## config.mk

```make
export PLATFORM = sky130hd
export DESIGN_NAME = kpn_adder_scheduler
export DESIGN_NICKNAME = d
export VERILOG_FILES = /design/src/rtl/kpn_adder_scheduler.sv
export SDC_FILE = /design/constraint.sdc
export NUM_CORES = 1
export LEC_CHECK = 0
export BUFFER_PORTS_ARGS = -buffer_cell sky130_fd_sc_hd__buf_2
export CAP_MARGIN = 20
export CORE_ASPECT_RATIO = 2
export CORE_MARGIN = 2
export CORE_UTILIZATION = 46
export DETAILED_ROUTE_END_ITERATION = 16
export GPL_ROUTABILITY_DRIVEN = 0
export MAX_ROUTING_LAYER = met4
export PLACE_DENSITY = 0.83
export SYNTH_ARGS = -nofsm -noshare
export SYNTH_HDL_FRONTEND = slang
export SYNTH_SLANG_ARGS = --single-unit
```

## constraint.sdc

```tcl
create_clock -name clk -period 3.2 [get_ports clk]
set_clock_uncertainty 0.2 [all_clocks]
set_input_delay 0.16 -clock clk [delete_from_list [all_inputs] [get_ports clk]]
set_output_delay 0.16 -clock clk [all_outputs]
set_load 0.1 [all_outputs]
```

## src/rtl/kpn_adder_scheduler.sv

```systemverilog
// Round-robin arbiter sharing one registered adder; grant->rsp_valid 2 cycles, 4-cycle issue, RESP holds until rsp_ready[g].
// Define KPN_SCHED_FIXED_PRIO_EN for fixed lowest-index priority instead of round-robin.
module kpn_adder_scheduler #(
  parameter int DATA_WIDTH = 16,
  parameter int NUM_REQ    = 4
) (
  input  logic                            clk,
  input  logic                            rst_n,
  input  logic [NUM_REQ-1:0]              req_valid,
  input  logic [NUM_REQ*DATA_WIDTH-1:0]   req_a,
  input  logic [NUM_REQ*DATA_WIDTH-1:0]   req_b,
  output logic [NUM_REQ-1:0]              req_ready,
  output logic [DATA_WIDTH-1:0]           add_entry_1,
  output logic [DATA_WIDTH-1:0]           add_entry_2,
  input  logic [DATA_WIDTH-1:0]           add_result,
  output logic [NUM_REQ-1:0]              rsp_valid,
  output logic [DATA_WIDTH-1:0]           rsp_data,
  input  logic [NUM_REQ-1:0]              rsp_ready,
  output logic                            busy
);

  localparam int IDX_W = $clog2(NUM_REQ);

  typedef enum logic [1:0] {IDLE, GRANT, EXEC, RESP} state_e;

  state_e                state_q, state_d;
  logic [IDX_W-1:0]      gnt_q, gnt_d;
  logic [DATA_WIDTH-1:0] opa_q, opa_d, opb_q, opb_d;
  logic [DATA_WIDTH-1:0] rsp_data_q, rsp_data_d;
  logic [NUM_REQ-1:0]    req_ready_q, req_ready_d;
  logic [NUM_REQ-1:0]    rsp_valid_q, rsp_valid_d;
  logic                  busy_q;

  logic [IDX_W-1:0]      search_base;
  logic [IDX_W-1:0]      sel_idx;
  logic [IDX_W:0]        cand;
  logic                  found;
  logic                  rsp_done;

  assign rsp_done = (state_q == RESP) && rsp_ready[gnt_q];

`ifdef KPN_SCHED_FIXED_PRIO_EN
  assign search_base = '0;
`else
  logic [IDX_W-1:0] rr_ptr_q, rr_ptr_d;
  logic [IDX_W:0]   gnt_inc;

  assign search_base = rr_ptr_q;
  assign gnt_inc     = {1'b0, gnt_q} + (IDX_W+1)'(1);

  // Pointer moves only when a response is actually handed off.
  always_comb begin
    rr_ptr_d = rr_ptr_q;
    if (rsp_done) begin
      rr_ptr_d = (gnt_inc == (IDX_W+1)'(NUM_REQ)) ? '0 : gnt_inc[IDX_W-1:0];
    end
  end

  always_ff @(posedge clk) begin
    if (!rst_n) rr_ptr_q <= '0;
    else        rr_ptr_q <= rr_ptr_d;
  end
`endif

  // First valid requester at or above search_base, wrapping at NUM_REQ-1.
  always_comb begin
    found   = 1'b0;
    sel_idx = '0;
    cand    = '0;
    for (int k = 0; k < NUM_REQ; k++) begin
      cand = {1'b0, search_base} + (IDX_W+1)'(k);
      if (cand >= (IDX_W+1)'(NUM_REQ)) cand = cand - (IDX_W+1)'(NUM_REQ);
      if (!found && req_valid[cand[IDX_W-1:0]]) begin
        found   = 1'b1;
        sel_idx = cand[IDX_W-1:0];
      end
    end
  end

  always_comb begin
    state_d     = state_q;
    gnt_d       = gnt_q;
    opa_d       = opa_q;
    opb_d       = opb_q;
    rsp_data_d  = rsp_data_q;
    rsp_valid_d = rsp_valid_q;
    req_ready_d = '0;
    case (state_q)
      IDLE: begin
        if (found) begin
          state_d     = GRANT;
          gnt_d       = sel_idx;
          opa_d       = req_a[sel_idx*DATA_WIDTH +: DATA_WIDTH];
          opb_d       = req_b[sel_idx*DATA_WIDTH +: DATA_WIDTH];
          req_ready_d = NUM_REQ'(1) << sel_idx;
        end
      end
      GRANT: state_d = EXEC;
      EXEC: begin
        rsp_data_d  = add_result;
        rsp_valid_d = NUM_REQ'(1) << gnt_q;
        state_d     = RESP;
      end
      RESP: begin
        if (rsp_done) begin
          rsp_valid_d = '0;
          state_d     = IDLE;
        end
      end
      default: state_d = IDLE;
    endcase
  end

  always_ff @(posedge clk) begin
    if (!rst_n) begin
      state_q     <= IDLE;
      gnt_q       <= '0;
      opa_q       <= '0;
      opb_q       <= '0;
      rsp_data_q  <= '0;
      rsp_valid_q <= '0;
      req_ready_q <= '0;
      busy_q      <= 1'b0;
    end else begin
      state_q     <= state_d;
      gnt_q       <= gnt_d;
      opa_q       <= opa_d;
      opb_q       <= opb_d;
      rsp_data_q  <= rsp_data_d;
      rsp_valid_q <= rsp_valid_d;
      req_ready_q <= req_ready_d;
      busy_q      <= (state_d != IDLE);
    end
  end

  assign req_ready   = req_ready_q;
  assign add_entry_1 = opa_q;
  assign add_entry_2 = opb_q;
  assign rsp_valid   = rsp_valid_q;
  assign rsp_data    = rsp_data_q;
  assign busy        = busy_q;

endmodule

```

# Word level (Yosys, flattened, before mapping)
# Cells that the tools add are included.
# W data, S select, Z words.
[op_classes]
add_sub_neg = 8
muxes = 28
reduce_logical = 13
shift = 4
eq_ne = 5
magnitude_cmp = 9
[ops]
columns = ["op", "count"]
rows = [
  ["$shiftx A64 B7 Y16", 2],
  ["$mux W2", 11],
  ["$lt A2 B3 Y1 const B", 5],
  ["$bmux W1 S2", 5],
  ["$ge A3 B3 Y1 const B", 3],
  ["$mux W1", 9],
  ["$pmux W2 S4", 1],
  ["$pmux W4 S2", 1],
  ["$shl A1 B2 Y4 const A", 2],
  ["$sub A2 B1 Y2 const B", 4],
  ["$add A2 B1 Y3 const B", 2],
  ["$add A2 B2 Y3 const B", 2],
  ["$eq A2 B2 Y1 const B", 2],
  ["$logic_and A1 B1 Y1", 4],
  ["$mux W4", 1],
  ["$reduce_and A2 Y1", 2],
  ["$reduce_bool A2 Y1", 2],
  ["$eq A3 B3 Y1 const B", 1],
  ["$ge A2 B3 Y1 const B", 1],
  ["$logic_not A1 Y1", 3],
  ["$reduce_and A3 Y1", 1],
  ["$eq A2 B1 Y1 const B", 1],
  ["$logic_not A2 Y1", 1],
  ["$ne A2 B2 Y1 const B", 1],
]
[totals]
in_bits = 154
ff_bits = 63

# Logic depth before layout (Yosys ltp)
# Gate-level depths: netlist of the first run.
[depth]
word_depth = 17
mapped_depth = 8
ltp_nobuf = 5

# Worst setup path before layout of the first run
# No wires, ideal clock.
[synth_timing]
kind = "register to register"
start = "reg rr_ptr_q[1]"
end = "reg opb_q[5], in the netlist add_entry_2[5]"
t_required_ns = 2.881
setup_time_ns = 0.119
path_stages_with_launch = 9
slack_ns = 1.235
arrival_time_ns = 1.646
cell_sequence = "dfxtp_1 > buf_2 > or3b_1 > o221ai_1 > buf_4 > buf_4 > mux2i_1 > o21ai_1 > o21bai_1"
[synth_via]
elab_chain_cells = 15
[synth_rtl]
columns = ["element", "line_no", "source"]
rows = [
  ["start: declaration", "45", "logic [IDX_W-1:0] rr_ptr_q, rr_ptr_d;"],
  ["start signal: assignment", "61", "else rr_ptr_q <= rr_ptr_d;"],
  ["branches (longest 15 deep; another with $add A2 B1 Y3)", "--", ""],
  ["end signal: assignment", "128", "opb_q <= opb_d;"],
  ["end: declaration", "28", "logic [DATA_WIDTH-1:0] opa_q, opa_d, opb_q, opb_d;"],
]
# Several ways; the timed one is not identified. The select of a mux whose other input is x is not followed.
# A chain may end at the register's enable or synchronous reset.

# Final worst setup path of the first run
[layout_timing]
start = "reg rr_ptr_q[1]"
end = "reg opa_q[15], in the netlist add_entry_1[15]"
[layout_via]
elab_chain_cells = 15
[layout_rtl]
columns = ["element", "line_no", "source"]
rows = [
  ["branches (longest 15 deep; another with $add A2 B1 Y3)", "--", ""],
  ["end signal: assignment", "127", "opa_q <= opa_d;"],
  ["end: declaration", "28", ""],
]
# Several ways; the timed one is not identified. The select of a mux whose other input is x is not followed.

==> results of run 1 <==
==> tightest hold or removal path, delay by kind of cell <==
family          cells  cell delay, ns
buf+inv             1            0.08
compound gates      2            0.20
mux                 1            0.06
==> through the flow <==
stage / total power, mW / TNS (ns) / area (µm²)
finish: 3.04 / -0.0149 / 5780
global route: 3.12 / -0.0525 / 5780
detailed placement: 1.90 / 0 / 4400
global placement: 1.88 / 0 / 4400
CTS: 2.99 / 0 / 5770
floorplan: 1.67 / 0 / 3300
==> kinds of logic (layout without fill, tap and decap cells) <==
logic type / after synthesis / count (layout)
simple gates: 109 / 109
compound gates: 94 / 94
flops: 63 / 63
mux: 55 / 55
buf+inv: 34 / 345
fa+ha+maj: 4 / 4
other cells: 0 / 1
==> area by class of cell <==
class / count / area (µm²)
fill: 387 / 1160
clock buffer: 10 / 239
inverter: 6 / 22.5
tap: 90 / 113
multi-input combinational: 262 / 1890
clock inverter: 5 / 58.8
sequential: 63 / 1260
timing repair buffer: 324 / 2190
antenna: 1 / 2.50
==> state kept, by name, indices dropped and copies added (netlist names) <==
register / flops
busy: 1
rsp_data: 16
gnt_q: 2
rr_ptr_q: 2
add_entry_2: 16
state_q: 2
req_ready: 4
add_entry_1: 16
rsp_valid: 4
==> layer usage <==
layer  up-vias  wire [µm]  global-route usage  share of wire
li1       1945          -                   -              -
met1      2032       4770               0.338           0.33
met2       286       7930               0.674           0.54
met3        94        924              0.0687          0.063
met4         0        973               0.242          0.067
met5         -          0                   -              0
==> power groups by stage <==
stage | registers (mW) | clock network [mW] | logic [mW]
finish | 0.912 | 0.980 | 1.15
global route | 0.918 | 1.01 | 1.19
CTS | 0.904 | 0.974 | 1.11
detailed placement | 0.919 | 0 | 0.978
global placement | 0.918 | 0 | 0.964
floorplan | 1.40 | 0 | 0.264
==> placed cells by master (no fill, tap or decap), types with 2 or more instances in the layout <==
cell type                       count
sky130_fd_sc_hd__nor2_1             6
sky130_fd_sc_hd__buf_4              5
sky130_fd_sc_hd__nand2_1           44
sky130_fd_sc_hd__ha_1               4
sky130_fd_sc_hd__dfxtp_1           63
sky130_fd_sc_hd__nor2b_1            6
sky130_fd_sc_hd__nand3_1           33
sky130_fd_sc_hd__inv_1              6
sky130_fd_sc_hd__o21bai_1           8
sky130_fd_sc_hd__a221o_1            5
sky130_fd_sc_hd__o211a_1            2
sky130_fd_sc_hd__o21ai_0            7
sky130_fd_sc_hd__clkbuf_16          9
sky130_fd_sc_hd__a21boi_1           2
sky130_fd_sc_hd__nor4_1             3
sky130_fd_sc_hd__o21ai_1            9
sky130_fd_sc_hd__dlygate4sd3_1    108
sky130_fd_sc_hd__and2_0             3
sky130_fd_sc_hd__o221a_1            4
sky130_fd_sc_hd__o21a_1             2
sky130_fd_sc_hd__o211ai_1           3
sky130_fd_sc_hd__mux2i_1           54
sky130_fd_sc_hd__clkinvlp_4         2
sky130_fd_sc_hd__a21oi_1            6
sky130_fd_sc_hd__buf_2            210
sky130_fd_sc_hd__o221ai_1          17
sky130_fd_sc_hd__nand4_1            3
sky130_fd_sc_hd__nor3_1             3
sky130_fd_sc_hd__a21boi_0          21
==> worst paths after layout <==
path | from | end
max | rr_ptr_q[1] | add_entry_1[15]
max reg2reg | rr_ptr_q[1] | add_entry_1[15]
min reg2reg | rsp_data[15] | rsp_data[15]
min | req_b[22] | add_entry_2[6]
==> impl_metrics.py, run 1 <==
metrics = {
    "run_status": {
        "status": "complete, but fails checks",
        "failed_checks": "setup timing",
    },
    "clocking": {
        "clk_transition_reported_paths_ns": 0.06,
        "htree_num_levels": 3,
        "cts_tree": "yes",
        "post_cts.repair.setup_buffers": 0,
        "numCtsBuffers": 9,
        "cts_num_sinks": 63,
        "ctsHoldBuffers": 107,
        "post_cts_resize_count": 0,
        "ctsLongestPathBuffers": 2,
        "clk_latency_ns": 0.32,
        "clock_tree_root": "sky130_fd_sc_hd__clkbuf_16",
    },
    "timing": {
        "final_slew_violations": 0,
        "least_margin_pin_slew_ns": 0.732,
        "final_hold_viol_count": 0,
        "slew-limit-headroom": 0.511,
        "achievable-frequency_ghz": 0.311,
        "holdWs_ns": 0.00575,
        "timing.final.crit_period_ns": 3.21,
        "worst_slack_ns": -0.0149,
        "period_share": 1.00,
        "setup_viol": 1,
    },
    "logic_synthesis": {
        "synthMostInstantiatedCell": "sky130_fd_sc_hd__dfxtp_1",
        "synth_seq_cells": 63,
        "post-synth-top-area-cell": "sky130_fd_sc_hd__dfxtp_1",
        "yosys.area_share.adder": 0.0152,
        "share_of_flip_flops_with_an_asynchronous_set_or_reset_after_synthesis": 0,
        "yosysUniqueCellTypes": 44,
        "synth_compound_area_frac": 0.220,
        "synth_cells": 359,
        "synth_xor_area_frac": 0,
        "syn_avg_cell_area_um2": 9.18,
        "synth_fp_nets": 517,
        "top_cells_by_count_synth": "sky130_fd_sc_hd__dfxtp_1 (63), sky130_fd_sc_hd__mux2i_1 (54), sky130_fd_sc_hd__nand2_1 (44)",
        "post_synth_main_area_contributors": "sky130_fd_sc_hd__dfxtp_1 (38%), sky130_fd_sc_hd__mux2i_1 (16%), sky130_fd_sc_hd__nand2_1 (5.0%), sky130_fd_sc_hd__nand3_1 (5.0%), sky130_fd_sc_hd__a21boi_0 (4.8%)",
        "share_of_the_yosys_chip_area_belonging_to_registers": 0.383,
        "yosysTopAreaCellShare": 0.383,
        "synth_top_flop_cell": "sky130_fd_sc_hd__dfxtp_1",
        "largest_family_of_logic_cells_by_synthesized_area": "compound AO/OA/AOI/OAI gates",
        "yosysWarnings": 0,
        "synth_area_um2": 3300,
        "muxShareOfSynthArea": 0.171,
        "synth_simple_gate_area_share": 0.163,
        "synth_edf_count": 0,
    },
    "floorplanning": {
        "die_h_um": 124,
        "core_region_area_um2": 6940,
        "fp.dieArea_um2": 7900,
        "row_count": 43,
        "io-pin-count": 211,
        "die_width_um": 63.9,
        "floorplan.initialDensity": 0.475,
    },
    "setup_path": {
        "cp_cell_sequence": "mux2i_1 -> o221ai_4 -> buf_12 -> mux2i_1 -> dlygate4sd3_1 -> o221ai_1",
        "cp.required_ns": 3.14,
        "critical_path_depth": 6,
        "worstRegToRegCells": 6,
        "cp_data_arrival_time_ns": 3.15,
        "critPathMaxStageDelay_ns": 0.66,
        "setup_crit_path_kind": "flip-flop to flip-flop",
        "critPathCaptureType": "flip-flop",
        "cp_top_family": "buffers and inverters",
        "worst-path-buf-inv": 2,
        "crit_path_start_kind": "flip-flop",
        "regToRegSetupSlack_ns": -0.01,
        "critical-path-top-cell-by-count": "sky130_fd_sc_hd__mux2i_1",
        "timing.critical_path.slowest_stage_cell": "sky130_fd_sc_hd__dlygate4sd3_1",
        "critical_path_peak_fanout": 42,
    },
    "place": {
        "port_buffers": 210,
        "place_ws_ns": 0.794,
        "place.detailed.instances": 637,
        "post-dp-hpwl_mm": 7.91,
    },
    "hold_path": {
        "hold_path_class": "primary input to flip-flop",
        "worst_hold_path.num_cells": 4,
    },
    "power": {
        "seq_power_share": 0.300,
        "power_per_cell_area_nw_per_um2": 526,
        "comb_power_share": 0.378,
        "cellLeakagePower_nw": 2.83,
        "total_switching_power_mw": 1.21,
        "clockPowerShare": 0.322,
        "p_int_mw": 1.84,
        "swShare": 0.397,
        "vdd_ir_drop_max_uv": 435,
    },
    "drt": {
        "detail-route-antenna-nets": 0,
        "drt-pass1-iter-count": 5,
        "detail_route.wirelength_mm": 14.6,
        "via_count": 4357,
        "wire_per_inst_um": 19.2,
        "drt_first_iter_violations": 341,
        "detail_route.drc_violations": 0,
        "viasPerCell": 5.73,
    },
    "grt": {
        "grt_pass1_vias": 4508,
        "grt_start_max_net_pins": 60,
        "grt_use_total": 0.367,
        "grt_antenna_before_repair": 1,
        "globalRoute.totalOverflow": 0,
        "grt_pass1_wl_mm": 21.4,
    },
    "cells_and_area": {
        "fin_nets": 824,
        "final_cells": 761,
        "proportion_of_layout_cells_with_a_drive_suffix_above_1": 0.360,
        "synthToLayoutAreaGrowth_pct": 75.4,
        "fin_util": 0.833,
    },
    "job": {
        "maxCapViolations": 0,
    },
}
(Power assumes the default switching activity.)
==> run 2: changes to the inputs <==
Settings changed: CORE_UTILIZATION 46 to 39, PLACE_DENSITY 0.83 to 0.75.
Clock period 3.2 ns to 2.76 ns, I/O delays scaled along.
==> impl_metrics.py, run 2 (same netlist as run 1, synthesis figures left out) <==
metrics = {
    "grt": {
        "grt_use_total": 0.313,
        "grt_pass1_vias": 4594,
        "grt_pass1_wl_mm": 22.2,
        "globalRoute.totalOverflow": 0,
        "grt_antenna_before_repair": 4,
        "grt_start_max_net_pins": 60,
    },
    "cells_and_area": {
        "fillCellCount": 573,
        "layout.cell_area.non_filler_um2": 6020,
        "fin_util": 0.731,
        "layout.cells.most_common": "sky130_fd_sc_hd__buf_2",
        "area.sequential_um2": 1260,
        "layout_common_cells": "sky130_fd_sc_hd__buf_2 (210), sky130_fd_sc_hd__dlygate4sd3_1 (120), sky130_fd_sc_hd__dfxtp_1 (63), sky130_fd_sc_hd__mux2i_1 (53), sky130_fd_sc_hd__nand2_1 (44)",
        "synthToLayoutAreaGrowth_pct": 82.6,
        "fin_nets": 846,
        "proportion_of_layout_cells_with_a_drive_suffix_above_1": 0.361,
        "final_cells": 795,
        "area_of_combinational_cells_with_multiple_inputs_um2": 1900,
    },
    "floorplanning": {
        "die_width_um": 69,
        "floorplan.initialDensity": 0.400,
        "fp.dieArea_um2": 9250,
        "row_count": 47,
        "die_h_um": 134,
        "core_region_area_um2": 8230,
        "io-pin-count": 211,
    },
    "timing": {
        "holdWs_ns": -0.000233,
        "unrepaired_setup_endpoints_after_global_routing": "no",
        "final_slew_violations": 0,
        "slew-limit-headroom": 0.441,
        "worst_slack_ns": 0.127,
        "period_share": 0.954,
        "achievable-frequency_ghz": 0.380,
        "setup_viol": 0,
        "timing.final.crit_period_ns": 2.63,
        "least_margin_pin_slew_ns": 0.832,
        "final_hold_viol_count": 1,
        "final.setup.tns_ns": 0,
    },
    "setup_path": {
        "cp-endpoint": "add_entry_1[0]",
        "worstRegToRegCells": 7,
        "cp.required_ns": 2.77,
        "critPathCaptureType": "flip-flop",
        "reg2reg_to": "add_entry_1[0]",
        "critical_path_peak_fanout": 11,
        "setup_crit_path_kind": "flip-flop to flip-flop",
        "crit_path_start_kind": "flip-flop",
        "worstSetupStartpoint": "rr_ptr_q[1]",
        "regToRegStartpoint": "rr_ptr_q[1]",
        "regToRegSetupSlack_ns": 0.13,
        "cp_data_arrival_time_ns": 2.64,
    },
    "clocking": {
        "ctsLongestPathBuffers": 2,
        "numCtsBuffers": 9,
        "cts_num_sinks": 63,
        "htree_num_levels": 3,
        "clk_latency_ns": 0.33,
        "cts_tree": "yes",
        "clk_transition_reported_paths_ns": 0.05,
        "clock_tree_root": "sky130_fd_sc_hd__clkbuf_16",
    },
    "place": {
        "place.detailed.instances": 653,
        "place_ws_ns": 0.463,
        "placedInstanceArea_um2": 4480,
        "post-dp-hpwl_mm": 8.07,
        "port_buffers": 210,
    },
    "power": {
        "p_int_mw": 2.21,
        "swShare": 0.384,
        "seq_power_share": 0.294,
        "power_per_cell_area_nw_per_um2": 597,
        "cellLeakagePower_nw": 2.95,
        "comb_power_share": 0.376,
        "vdd_ir_drop_max_uv": 497,
        "total_switching_power_mw": 1.38,
        "clockPowerShare": 0.330,
    },
    "drt": {
        "viasPerCell": 5.53,
        "wire_per_inst_um": 18.8,
        "drt_first_iter_violations": 235,
        "detail_route.wirelength_mm": 14.9,
        "detail-route-antenna-nets": 0,
        "via_count": 4398,
        "detail_route.drc_violations": 0,
        "drt-pass1-iter-count": 5,
    },
    "run_status": {
        "status": "complete, but fails checks",
        "failed_checks": "hold timing",
    },
    "job": {
        "maxCapViolations": 0,
    },
    "hold_path": {
        "worst_hold_path.num_cells": 4,
        "hold_path_class": "primary input to flip-flop",
    },
}
-- run 2: changes by cell type in the layout (fill, tap and decap cells not counted), sizes merged --
cell	change
clkbuf	+2
dlygate4sd3	+12
clkinvlp	-2
bufinv	+1
diode	+3
buf	+10
-- run 2: through the flow --
stage | hold slack, ns | power, mW
floorplan | 0.0829 | 1.93
detailed placement | 0.194 | 2.22
finish | -0.000233 | 3.59
global route | 0.0393 | 3.70
CTS | 0.00386 | 3.55
global placement | 0.191 | 2.21
-- run 2: worst min path at each step --
stage,from,end
2_1_floorplan,add_result[10],rsp_data[10]
3_3_place_gp,add_result[15],rsp_data[15]
3_5_place_dp,add_result[15],rsp_data[15]
4_1_cts,req_b[5],add_entry_2[5]
5_1_grt,req_a[26],add_entry_1[10]
6_report,req_b[5],add_entry_2[5]
-- run 2: power groups by stage --
stage               registers [mW]  clock network [mW]  logic (mW)
floorplan                     1.63                   0       0.306
global placement              1.06                   0        1.14
detailed placement            1.07                   0        1.16
CTS                           1.05                1.19        1.30
global route                  1.06                1.23        1.40
finish                        1.06                1.19        1.35
-- run 2: layout make-up --
cell class                 instances  share of cell area
clock inverter                     4              0.0116
clock buffer                      12              0.0393
inverter                           6             0.00374
multi-input combinational        262               0.315
tap                               98              0.0204
timing repair buffer             346               0.398
antenna                            4             0.00166
sequential                        63               0.210
-- run 2: repair_timing --
| item | in CTS | in global routing |
|---|---|---|
| hold buffers | 120 | 0 |
| endpoints found under the hold margin | 44 | 0 |
| setup endpoints to repair | 0 | 8 |
| buffers inserted | 0 | 2 |
| gates resized for setup | 0 | 1 |
-- run 2: layer usage --
layer  GRT usage  routed length (µm)  vias up
met2       0.531                7690      286
met1       0.290                4970     2011
met5           -                   0        -
li1            -                   -     1993
met3      0.0714                 996      108
met4       0.271                1250        0
-- run 2: critical path, stage by stage (launching register included) --
cell and delay, ns:
sky130_fd_sc_hd__dfxtp_1 0.49, sky130_fd_sc_hd__mux2i_2 0.35, sky130_fd_sc_hd__o221ai_4 0.19, sky130_fd_sc_hd__buf_4 0.23, sky130_fd_sc_hd__o211a_1 0.21, sky130_fd_sc_hd__dlygate4sd3_1 0.54
sky130_fd_sc_hd__a32oi_1 0.18, sky130_fd_sc_hd__o311ai_1 0.12
==> run 3: changes to the inputs <==
Settings changed: CTS_BUF_LIST from default to sky130_fd_sc_hd__clkbuf_8 sky130_fd_sc_hd__clkbuf_16.
==> impl_metrics.py, run 3 (same netlist as run 1, synthesis figures left out) <==
metrics = {
    "drt": {
        "detail-route-antenna-nets": 0,
        "detail_route.drc_violations": 0,
        "drt-pass1-iter-count": 7,
        "detail_route.wirelength_mm": 14.9,
        "drt_first_iter_violations": 259,
        "via_count": 4409,
        "viasPerCell": 5.55,
        "wire_per_inst_um": 18.8,
    },
    "timing": {
        "slew-limit-headroom": 0.435,
        "achievable-frequency_ghz": 0.380,
        "period_share": 0.954,
        "setup_viol": 0,
        "unrepaired_setup_endpoints_after_global_routing": "no",
        "timing.final.crit_period_ns": 2.63,
        "holdWs_ns": -0.00180,
        "final_hold_viol_count": 1,
        "final_slew_violations": 0,
        "final.setup.tns_ns": 0,
        "least_margin_pin_slew_ns": 0.842,
    },
    "floorplanning": {
        "core_region_area_um2": 8230,
        "io-pin-count": 211,
        "floorplan.initialDensity": 0.400,
        "die_width_um": 69,
        "row_count": 47,
        "fp.dieArea_um2": 9250,
        "die_h_um": 134,
    },
    "clocking": {
        "clock_tree_root": "sky130_fd_sc_hd__clkbuf_16",
        "clk_transition_reported_paths_ns": 0.05,
        "cts_num_sinks": 63,
        "ctsLongestPathBuffers": 2,
        "htree_num_levels": 3,
        "numCtsBuffers": 9,
        "cts_tree": "yes",
        "clk_latency_ns": 0.33,
    },
    "place": {
        "place.detailed.instances": 653,
        "post-dp-hpwl_mm": 8.07,
        "port_buffers": 210,
        "placedInstanceArea_um2": 4480,
    },
    "setup_path": {
        "cp_cell_sequence": "mux2i_2 -> o221ai_4 -> buf_4 -> o211a_1 -> dlygate4sd3_1 -> a32oi_1 -> o311ai_1",
        "critPathCaptureType": "flip-flop",
        "setup_crit_path_kind": "flip-flop to flip-flop",
        "crit_path_start_kind": "flip-flop",
        "critPathMaxStageDelay_ns": 0.54,
        "cp.required_ns": 2.77,
        "critical_path_peak_fanout": 11,
        "cp_data_arrival_time_ns": 2.64,
        "timing.critical_path.slowest_stage_cell": "sky130_fd_sc_hd__dlygate4sd3_1",
    },
    "run_status": {
        "failed_checks": "hold timing",
        "status": "complete, but fails checks",
    },
    "power": {
        "cellLeakagePower_nw": 2.96,
        "power_per_cell_area_nw_per_um2": 596,
        "vdd_ir_drop_max_uv": 498,
    },
    "cells_and_area": {
        "layout.cells.most_common": "sky130_fd_sc_hd__buf_2",
        "synthToLayoutAreaGrowth_pct": 82.6,
        "final_cells": 795,
        "proportion_of_layout_cells_with_a_drive_suffix_above_1": 0.361,
        "fin_util": 0.731,
        "layout_common_cells": "sky130_fd_sc_hd__buf_2 (210), sky130_fd_sc_hd__dlygate4sd3_1 (120), sky130_fd_sc_hd__dfxtp_1 (63), sky130_fd_sc_hd__mux2i_1 (53), sky130_fd_sc_hd__nand2_1 (44)",
        "fillCellCount": 573,
        "layout.cell_area.non_filler_um2": 6020,
        "fin_nets": 846,
    },
    "job": {
        "maxCapViolations": 0,
    },
    "grt": {
        "grt_pass1_vias": 4594,
        "grt_pass1_wl_mm": 22.2,
        "globalRoute.totalOverflow": 0,
        "grt_use_total": 0.313,
        "grt_start_max_net_pins": 60,
        "grt_antenna_before_repair": 4,
    },
    "hold_path": {
        "hold_path_class": "primary input to flip-flop",
    },
}
-- run 3: changes by cell type in the layout (fill, tap and decap cells not counted), sizes merged --
cell,delta
clkbuf,-3
inv,+3
-- run 3: metal layers --
layer	vias to the layer above	GRT usage	part of all wire	wire length, µm
met3	111	0.0714	0.070	1050
li1	1994	-	-	-
met4	0	0.271	0.087	1300
met5	-	-	0	0
met1	2016	0.290	0.33	4950
met2	288	0.531	0.51	7650
-- run 3: path summary, 6_finish.rpt --
check / endpoint / startpoint / slack [ns] / depth (start not counted)
hold / removal: add_entry_2[5] / req_b[5] / -0.002 / 4
setup reg to reg: add_entry_1[0] / rr_ptr_q[1] / 0.13 / 7
hold reg to reg: rsp_data[8] / rsp_data[8] / 0.26 / 2
setup / recovery: add_entry_1[0] / rr_ptr_q[1] / 0.13 / 7
-- run 3: critical path, delay by kind of cell, from the launching register on --
| kind | cells | cell delay [ns] |
|---|---|---|
| compound gates | 4 | 0.70 |
| buf+inv | 2 | 0.77 |
| flops | 1 | 0.49 |
| mux | 1 | 0.35 |
-- run 3: cell type report --
type | count | area (µm²) | area share
tap | 98 | 123 | 0.0204
sequential | 63 | 1260 | 0.210
multi-input combinational | 262 | 1900 | 0.315
clock buffer | 9 | 225 | 0.0374
timing repair buffer | 346 | 2400 | 0.398
antenna | 4 | 10.0 | 0.00166
inverter | 6 | 22.5 | 0.00374
clock inverter | 7 | 81.3 | 0.0135
-- run 3: metrics by stage --
step	setup WS (ns)	power [mW]	hold slack [ns]
after global placement	0.588	2.21	0.191
after detailed placement	0.463	2.22	0.194
after CTS	0.0336	3.54	0.00359
final	0.128	3.59	-0.00180
after floorplan	0.795	1.93	0.0829
after global routing	0.0216	3.69	0.0393
-- run 3: timing repair --
action                     in CTS  in global routing
setup buffers                   0                  2
hold buffers                  120                  0
resized for setup               0                  1
hold endpoints to repair       44                  0
setup endpoints to repair       0                  8
-- run 3: where the power goes --
part,total (mW),switching (mW),internal [mW]
clock network,1.18,0.401,0.777
logic,1.35,0.924,0.428
registers,1.06,0.0596,0.997
